==> src/rtl/cordic_point_sequencer_pkg.sv <==
// Shared types and constants for the CORDIC point sequencer.
package cordic_point_sequencer_pkg;

    typedef enum logic [2:0] {
        IDLE,
        ISSUE,
        WAIT_LOW,
        WAIT_HIGH,
        CALC,
        OUTPUT
    } state_t;

    localparam logic [15:0] ONE       = 16'h4000;
    localparam int          FRAC_BITS = 14;
    localparam int          DEG_FULL  = 360;
    localparam int          ANGLE_W   = 9;

endpackage

==> src/rtl/cordic_point_sequencer_point_scaler.sv <==
// One screen axis: center +/- floor(radius * trig / ONE), clamped to the screen.
module point_scaler
    import cordic_point_sequencer_pkg::*;
#(
    parameter int COORD_W  = 10,
    parameter int RAD_W    = 8,
    parameter bit SUBTRACT = 1'b0
) (
    input  logic [RAD_W-1:0]   radius,
    input  logic [15:0]        trig,
    input  logic [COORD_W-1:0] center,
    output logic [COORD_W-1:0] coord
);

    localparam int PROD_W = RAD_W + 16;
    localparam int SUM_W  = COORD_W + 2;

    logic signed [PROD_W-1:0] rad_ext;
    logic signed [PROD_W-1:0] trig_ext;
    logic signed [PROD_W-1:0] prod;
    logic signed [PROD_W-1:0] delta;
    logic signed [SUM_W-1:0]  delta_s;
    logic signed [SUM_W-1:0]  center_s;
    logic signed [SUM_W-1:0]  sum;

    assign rad_ext  = PROD_W'(radius);
    assign trig_ext = PROD_W'($signed(trig));
    assign prod     = rad_ext * trig_ext;
    // Arithmetic shift rounds toward minus infinity, matching floor().
    assign delta    = prod >>> FRAC_BITS;
    assign delta_s  = SUM_W'(delta);
    assign center_s = SUM_W'(center);
    assign sum      = SUBTRACT ? (center_s - delta_s) : (center_s + delta_s);

    always_comb begin
        coord = sum[COORD_W-1:0];
        if (sum[SUM_W-1])
            coord = '0;
        else if (|sum[SUM_W-2:COORD_W])
            coord = '1;
    end

endmodule

==> src/rtl/cordic_point_sequencer.sv <==
// Sweeps angles through the CORDIC engine and streams the resulting circle points.
module cordic_point_sequencer
    import cordic_point_sequencer_pkg::*;
#(
    parameter int COORD_W = 10,
    parameter int RAD_W   = 8,
    parameter int TIMEOUT = 63
) (
    input  logic               clk,
    input  logic               reset,
    input  logic               enable,
    input  logic [8:0]         step_deg,
    input  logic [RAD_W-1:0]   radius,
    input  logic [COORD_W-1:0] center_x,
    input  logic [COORD_W-1:0] center_y,
    output logic               cordic_start,
    output logic [15:0]        cordic_angle,
    input  logic [15:0]        cordic_sine,
    input  logic [15:0]        cordic_cosine,
    input  logic               cordic_done,
    output logic               pt_valid,
    input  logic               pt_ready,
    output logic [COORD_W-1:0] pt_x,
    output logic [COORD_W-1:0] pt_y,
    output logic [8:0]         pt_angle,
    output logic               sweep_done,
    output logic               error
);

    localparam int                TCNT_W    = $clog2(TIMEOUT + 1);
    localparam logic [TCNT_W-1:0] TCNT_LAST = TCNT_W'(TIMEOUT - 1);

    state_t               state;
    logic [ANGLE_W-1:0]   angle;
    logic [RAD_W-1:0]     rad_q;
    logic [COORD_W-1:0]   cx_q;
    logic [COORD_W-1:0]   cy_q;
    logic [TCNT_W-1:0]    tcnt;
    logic [COORD_W-1:0]   x_calc;
    logic [COORD_W-1:0]   y_calc;
    logic [ANGLE_W-1:0]   step_eff;
    logic [ANGLE_W:0]     next_sum;
    logic                 wrap;
    logic [ANGLE_W-1:0]   next_angle;

    assign cordic_angle = {7'd0, angle};

    always_comb begin
        step_eff = step_deg;
        if (step_deg == '0)
            step_eff = 9'd1;
        else if (step_deg >= 9'(DEG_FULL))
            step_eff = 9'(DEG_FULL - 1);
    end

    assign next_sum   = {1'b0, angle} + {1'b0, step_eff};
    assign wrap       = next_sum >= 10'(DEG_FULL);
    assign next_angle = wrap ? 9'(next_sum - 10'(DEG_FULL)) : next_sum[ANGLE_W-1:0];

    point_scaler #(.COORD_W(COORD_W), .RAD_W(RAD_W), .SUBTRACT(1'b0)) u_scale_x (
        .radius (rad_q),
        .trig   (cordic_cosine),
        .center (cx_q),
        .coord  (x_calc)
    );

    // Screen y grows downward, so the sine term is subtracted.
    point_scaler #(.COORD_W(COORD_W), .RAD_W(RAD_W), .SUBTRACT(1'b1)) u_scale_y (
        .radius (rad_q),
        .trig   (cordic_sine),
        .center (cy_q),
        .coord  (y_calc)
    );

    always_ff @(posedge clk or posedge reset) begin
        if (reset) begin
            state        <= IDLE;
            angle        <= '0;
            rad_q        <= '0;
            cx_q         <= '0;
            cy_q         <= '0;
            tcnt         <= '0;
            cordic_start <= 1'b0;
            pt_valid     <= 1'b0;
            pt_x         <= '0;
            pt_y         <= '0;
            pt_angle     <= '0;
            sweep_done   <= 1'b0;
            error        <= 1'b0;
        end else begin
            cordic_start <= 1'b0;
            sweep_done   <= 1'b0;
            case (state)
                IDLE: begin
                    if (enable && !error) begin
                        state        <= ISSUE;
                        cordic_start <= 1'b1;
                    end
                end
                ISSUE: begin
                    rad_q <= radius;
                    cx_q  <= center_x;
                    cy_q  <= center_y;
                    tcnt  <= '0;
                    state <= WAIT_LOW;
                end
                // A done still high from the previous request must drop first.
                WAIT_LOW: begin
                    tcnt <= tcnt + 1'b1;
                    if (tcnt == TCNT_LAST) begin
                        error <= 1'b1;
                        state <= IDLE;
                    end else if (!cordic_done) begin
                        state <= WAIT_HIGH;
                    end
                end
                WAIT_HIGH: begin
                    tcnt <= tcnt + 1'b1;
                    if (cordic_done) begin
                        state <= CALC;
                    end else if (tcnt == TCNT_LAST) begin
                        error <= 1'b1;
                        state <= IDLE;
                    end
                end
                CALC: begin
                    pt_x     <= x_calc;
                    pt_y     <= y_calc;
                    pt_angle <= angle;
                    pt_valid <= 1'b1;
                    state    <= OUTPUT;
                end
                OUTPUT: begin
                    if (pt_ready) begin
                        pt_valid   <= 1'b0;
                        angle      <= next_angle;
                        sweep_done <= wrap;
                        if (enable) begin
                            state        <= ISSUE;
                            cordic_start <= 1'b1;
                        end else begin
                            state <= IDLE;
                        end
                    end
                end
                default: state <= IDLE;
            endcase
        end
    end

endmodule
==> config.mk <==
export PLATFORM = sky130hd
export DESIGN_NAME = cordic_point_sequencer
export DESIGN_NICKNAME = d
export VERILOG_FILES = /design/src/rtl/cordic_point_sequencer_pkg.sv /design/src/rtl/cordic_point_sequencer_point_scaler.sv /design/src/rtl/cordic_point_sequencer.sv
export SDC_FILE = /design/constraint.sdc
export NUM_CORES = 1
export LEC_CHECK = 0
export ABC_CLOCK_PERIOD_IN_PS = 16820
export CAP_MARGIN = 10
export CORE_MARGIN = 2
export CORE_UTILIZATION = 65
export DETAILED_ROUTE_END_ITERATION = 10
export PLACE_DENSITY = 0.92
export SLEW_MARGIN = 20
export SYNTH_ARGS = -nofsm -noshare
export SYNTH_HDL_FRONTEND = slang
export SYNTH_SLANG_ARGS = --single-unit
==> constraint.sdc <==
create_clock -name clk -period 16.82 [get_ports clk]
set_input_delay 1.682 -clock clk [delete_from_list [all_inputs] [get_ports clk]]
set_output_delay 1.682 -clock clk [all_outputs]
set_load 0.01 [all_outputs]
Word level (Yosys, flattened, before mapping)

Cells that the tools add are included.

Flip-flop bits (word level): 79
Input bits: 74
Output and inout bits: 49
Word-level logic and storage cells: 72

$add $sub $neg: 5
Multipliers: 2
Order comparisons: 2
Eq/ne operators: 11
Muxes and demuxes: 27
Reductions and logical operators: 12

Operators by type and width:

| cell                                                                    | count |
|---|---|
| 9-bit by 16-bit multiplier with 24-bit output                           | 2 |
| 10-bit 2-to-1 mux                                                       | 4 |
| 9-bit 2-to-1 mux                                                        | 3 |
| 3-bit 2-to-1 mux                                                        | 6 |
| 3-bit case mux with 6 select lines                                      | 1 |
| 11-bit by 10-bit adder with 12-bit output                               | 1 |
| 6-bit case mux with 2 select lines                                      | 1 |
| 11-bit by 10-bit subtractor with 12-bit output                          | 1 |
| 9-bit by 9-bit adder with 10-bit output                                 | 1 |
| 10-bit by 9-bit >= comparator with 1-bit output (second input constant) | 1 |
| 9-bit >= comparator (second input constant)                             | 1 |
| 9-bit logical NOT                                                       | 1 |
| 1-bit 2-to-1 mux                                                        | 9 |
| 9-bit subtractor (second input constant)                                | 1 |
| 6-bit by 1-bit adder with 6-bit output (second input constant)          | 1 |
| 3-bit by 2-bit == test with 1-bit output (second input constant)        | 2 |
| 3-bit == test (second input constant)                                   | 2 |
| 6-bit == test (second input constant)                                   | 1 |
| 2-bit inequality test (second input constant)                           | 3 |
| 3-bit inequality test (second input constant)                           | 2 |
| 1-bit case mux with 2 select lines                                      | 3 |
| 2-bit AND reduction                                                     | 3 |
| 2-bit nonzero test                                                      | 3 |
| 4-bit AND reduction                                                     | 1 |
| 5 further kinds                                                         | 5 |

Depth between registers and ports, before layout

Depth in word-level cells: 7
Gate-level depth with buffers: 30
Depth with buffers taken out: 29

By module

A second synthesis with hierarchy kept.

Cell total of the unflattened synthesis: 1,442
Area, all modules: 13,439.1 µm²

Modules (own cells, without submodules):

| module                    | times used | cells each | area an instance (µm²) | seq. area each (µm²) |
|---|---|---|---|---|
| point_scaler at u_scale_x | 1          | 569        | 4,844.6                | 0.0 |
| point_scaler at u_scale_y | 1          | 552        | 4,728.3                | 0.0 |
| cordic_point_sequencer    | 1          | 321        | 3,866.2                | 1,976.9 |

Worst setup path after synthesis

Ideal clock, no wire load.

Kind: input to register
Start: in cordic_cosine[3]
End: reg pt_x[6]
Library setup time: 77 ps
Arrival time: 7,397 ps
Data required time: 16,743 ps
Setup slack: 9,347 ps
Stages: 28
Buffers on the path: 0
Cells stage by stage: nand2_1 -> fa_1 -> fa_1 -> inv_1 -> fa_1 -> inv_1 -> fa_1 -> inv_1 -> ha_1 -> a2111oi_2 -> o21ai_1 -> nand4_1 -> a21boi_0 -> o21ai_0 -> nand2b_1 -> a21oi_1 -> xnor2_1 -> ha_1 -> inv_1 -> fa_1 -> nor2b_1 -> o21ai_1 -> a21oi_1 -> nor3_1 -> o41ai_2 -> xor2_1 -> o21ai_1 -> o21ai_1

Cells in the longest elaborated chain, start to end: 4

RTL lines:

| item                                            | RTL line                                  | RTL |
|---|---|---|
| start, declared                                 | cordic_point_sequencer.sv:19              | `input logic [15:0] cordic_cosine,` |
| 9-bit by 16-bit multiplier with 24-bit output * | cordic_point_sequencer_point_scaler.sv:28 | `assign prod = rad_ext * trig_ext;` |
| 11-bit by 10-bit adder with 12-bit output *     | cordic_point_sequencer_point_scaler.sv:33 | `assign sum = SUBTRACT ? (center_s - delta_s) : (center_s + delta_s);` |
| 10-bit 2-to-1 mux                               | cordic_point_sequencer_point_scaler.sv:39 | `else if (\|sum[SUM_W-2:COORD_W])` |
| 10-bit 2-to-1 mux *                             | cordic_point_sequencer_point_scaler.sv:37 | `if (sum[SUM_W-1])` |
| end signal, assigned                            | cordic_point_sequencer.sv:127             | `pt_x <= x_calc;` |
| end, declared                                   | cordic_point_sequencer.sv:23              | `output logic [COORD_W-1:0] pt_x,` |

Every way passes the cells marked *; elsewhere a longest branch is shown, timed or not.
A chain may end at the register's enable or synchronous reset.

Final worst setup path

Start: in cordic_cosine[4]
End: reg pt_x[6]

Same word-level chain as after synthesis.

==> key figures <==
Detailed routing
  • Routed wire length per instance: approximately 17 µm
  • Pre-Repair DR Iteration Count: 7
  • Via count: around 10000
  • DRC: 0
  • Total Wirelength: approximately 30000 µm
  • Post-route ant nets: 0
  • DRT iter0 DRCs: 682
  • Vias per cell: around 5.8

Clock network
  • Hold-fix buffers, CTS: 0
  • Post-CTS Setup Inserts: 0
  • Clock latency at the later pin of the worst-skew pair: approximately 0.35 ns
  • Clock Tree Buf Depth: 2
  • Clock sinks: ~80
  • Clock root buffer: clkbuf_16
  • PostCTS Resize Cnt: 0
  • H-tree depth: 3
  • CTS Buf Count: 9
  • CTS tree: done
  • CTS clock-pin slew for the worst setup and hold paths: roughly 0.060 ns

Logic synthesis
  • Post-Syn Area per Cell: 9.223 µm²
  • Post-synth EDFFs: 0
  • Async S/R FF share, synth: 100.0%
  • Yosys Warn Count: 0
  • Cell Area, Synth: between 0.01 and 0.015 mm²
  • Ys flop type: dfrtp_1
  • Synth cell types: between 60 and 70
  • Yosys reg bits: 79
  • Sequential element share of the synthesized area: approximately 15%
  • Synth Instances: 1398

STA
  • Post-layout min period: 8.758 ns
  • Final period utilization: between 50% and 60%
  • Worst slew pin tran: 1.077 ns
  • Slew Limit Fails: 0
  • Slew HR: around 28%
  • Final setup fails: 0
  • Fmax: ~110 MHz
  • Final Hold Viols: 0
  • Clock Skew: ~0.0075 ns
  • WHS: approximately 0.48 ns
  • Setup TNS: 0 ns
  • RSZ-0062 raised after global routing: false

Worst setup path
  • Flop2flop setup slack: just over 9 ns
  • CP endpoint: pt_x[6]$_DFFE_PP0P_
  • CP Data Required Time: approximately 17 ns
  • Worst path top cell family by delay: adder cells
  • Critical path launch point type: input port
  • Arrival @ worst endpoint: roughly 9.0 ns
  • Crit path buf inv count: 5
  • Delay of the slowest cell on the worst path: 0.63 ns
  • Most common cell on crit path: fa_1
  • RR Endpoint: pt_x[6]$_DFFE_PP0P_
  • Slowest-stage cell, CP: clkdlybuf4s50_1
  • Worst R2R Start: rad_q[6]$_DFFE_PP0P_
  • Crit path max fanout: 8
  • Crit path kind: in -> reg
  • R2r worst-path depth: 29
  • Critical Path Start: cordic_cosine[4]
  • Crit path depth: 29
  • CP Capture Type: flip-flop

Flow run
  • Max cap viols: 0

Floorplanning
  • Die height: around 140 µm
  • Core area: between 0.015 and 0.02 mm²
  • I/O pin count: 123
  • Starting Density: about two thirds
  • Die width: 144.8 µm
  • Die Area: approximately 0.021 mm²
  • Rows: between 50 and 60

Layout
  • Most frequent cells in the layout: 246 x inv_1, 201 x fa_1, 181 x nand2_1
  • Area of the multi-input gates: 0.009818 mm²
  • Share of post-route cells with drive strength above 1: under 10%
  • Synth-to-layout area growth: 12.98%
  • Sequential cell area: 0.001977 mm²
  • Antenna Cells: 0
  • Nets: 1888
  • Commonest non-fill, non-tap cell in the layout: inv_1
  • Count of non-filler cells in the finished layout: 1763
  • Fillers: 1265
  • Final Core Density: 74.85%

Global routing
  • GR Util All Layers: between 30% and 40%
  • GRT Residual Overflow: 0
  • Antenna violations before repair: 0
  • Largest net degree at the start of global routing: 80
  • Vias in the first global route: between 10000 and 15000
  • First-pass GRT wire length: 50200 µm

Hold path
  • HP Start: pt_x[9]$_DFFE_PP0P_
  • Hold Crit Class: reg -> reg
  • Hold Path Stages: 2

Power and ir drop
  • Leak: approximately 7.8 nW
  • Maximum vdd drop: ~0.043 mV
  • Power per Cell Area: ~30 mW/mm²

Outcome
  • Status: complete, no violations

Placed design
  • # port buffers: 115
  • DP Cell Count: between 1500 and 2000
  • GPL Wtd Cong: 0.9040
  • HPWL after detailed placement: ~23000 µm
-- power breakdown --
part           total (mW)  internal [mW]  switching [mW]
Combinational      0.0413         0.0190          0.0223
Clock               0.196          0.109          0.0871
Sequential          0.190          0.190               0
-- worst reg2reg max path: cells and delay by family (launching register included) --
kind / cells / cell delay, ns
AO/OA/AOI/OAI: 10 / 2.08
XOR/XNOR: 2 / 0.74
adder cells (fa/ha/maj): 7 / 2.75
buffers and inverters: 5 / 0.28
flip-flops: 1 / 1.05
AND/OR/NAND/NOR: 5 / 0.72
-- routing by layer --
metal	GRT usage [%]	share of wire (%)	wire length (µm)
met1	39.08	40	11950
met2	50.77	49	14830
met3	6.713	8.0	2397
met4	9.811	2.8	827
met5	0	0	0
-- synth_stat cells, types with 4 or more instances --
| master | instances | share of area [%] |
|---|---|---|
| inv_1 | 247 | 7.2 |
| fa_1 | 201 | 31 |
| nand2_1 | 181 | 5.3 |
| and2_1 | 133 | 6.5 |
| ha_1 | 120 | 12 |
| dfrtp_1 | 79 | 15 |
| a21oi_1 | 42 | 1.6 |
| clkbuf_1 | 37 | 1.1 |
| o21ai_1 | 36 | 1.4 |
| mux2_2 | 32 | 2.8 |
| nor2_1 | 30 | 0.87 |
| o21ai_0 | 29 | 1.1 |
| xnor2_1 | 28 | 1.9 |
| nor3_1 | 22 | 0.85 |
| xor2_1 | 17 | 1.2 |
| nand2b_1 | 15 | 0.73 |
| a21o_1 | 14 | 0.82 |
| nor2b_1 | 13 | 0.63 |
| a22o_1 | 10 | 0.68 |
| nand3_1 | 10 | 0.39 |
| o21a_1 | 10 | 0.58 |
| buf_4 | 7 | 0.41 |
| nand4_1 | 7 | 0.34 |
| a211oi_1 | 5 | 0.29 |
| and3_1 | 5 | 0.24 |
| nor3b_1 | 4 | 0.23 |
| o31ai_1 | 4 | 0.23 |
| or3_1 | 4 | 0.19 |
-- flip-flops by register name, indices dropped and copies added, names as in the netlist --
signal	flops
cy_q	10
angle	9
pt_angle	9
sweep_done	1
cx_q	10
cordic_start	1
pt_y	10
state	3
pt_valid	1
tcnt	6
rad_q	8
error	1
pt_x	10
-- worst min path at each step --
stage	end	slack [ns]
floorplan	tcnt[5]$_DFFE_PP0P_	0.46
global placement	pt_valid$_DFFE_PP0P_	0.46
detailed placement	pt_valid$_DFFE_PP0P_	0.47
CTS	pt_x[9]$_DFFE_PP0P_	0.49
global route	pt_valid$_DFFE_PP0P_	0.51
finish	pt_x[9]$_DFFE_PP0P_	0.48
-- cell families after synthesis --
group	Yosys count	synth area share, %
multiplexers	33	2.872
AO/OA/AOI/OAI	182	9.238
other	1	0.02908
AND/OR/NAND/NOR	440	17.14
buffers and inverters	293	8.734
flip-flops	79	15.33
XOR/XNOR	49	3.804
adder cells (fa/ha/maj)	321	42.85
-- metrics by stage --
stage          instance area (µm²)  setup WS [ns]  power, mW
2_1_floorplan                12920          9.347     0.2060
3_5_place_dp                 14270          7.925     0.2338
5_1_grt                      14570          7.750     0.4436
6_report                     14570          8.062     0.4274
3_3_place_gp                 14270          8.244     0.2329
4_1_cts                      14560          8.145     0.4313
-- cell type report --
class,instances,share of cell area (%)
Clock inverter,5,0.2577
Tap cell,265,2.276
Sequential cell,79,13.57
Inverter,247,6.373
Timing Repair Buffer,124,8.391
Multi-Input combinational cell,1032,67.40
Clock buffer,11,1.735
(Power assumes the default switching activity.)
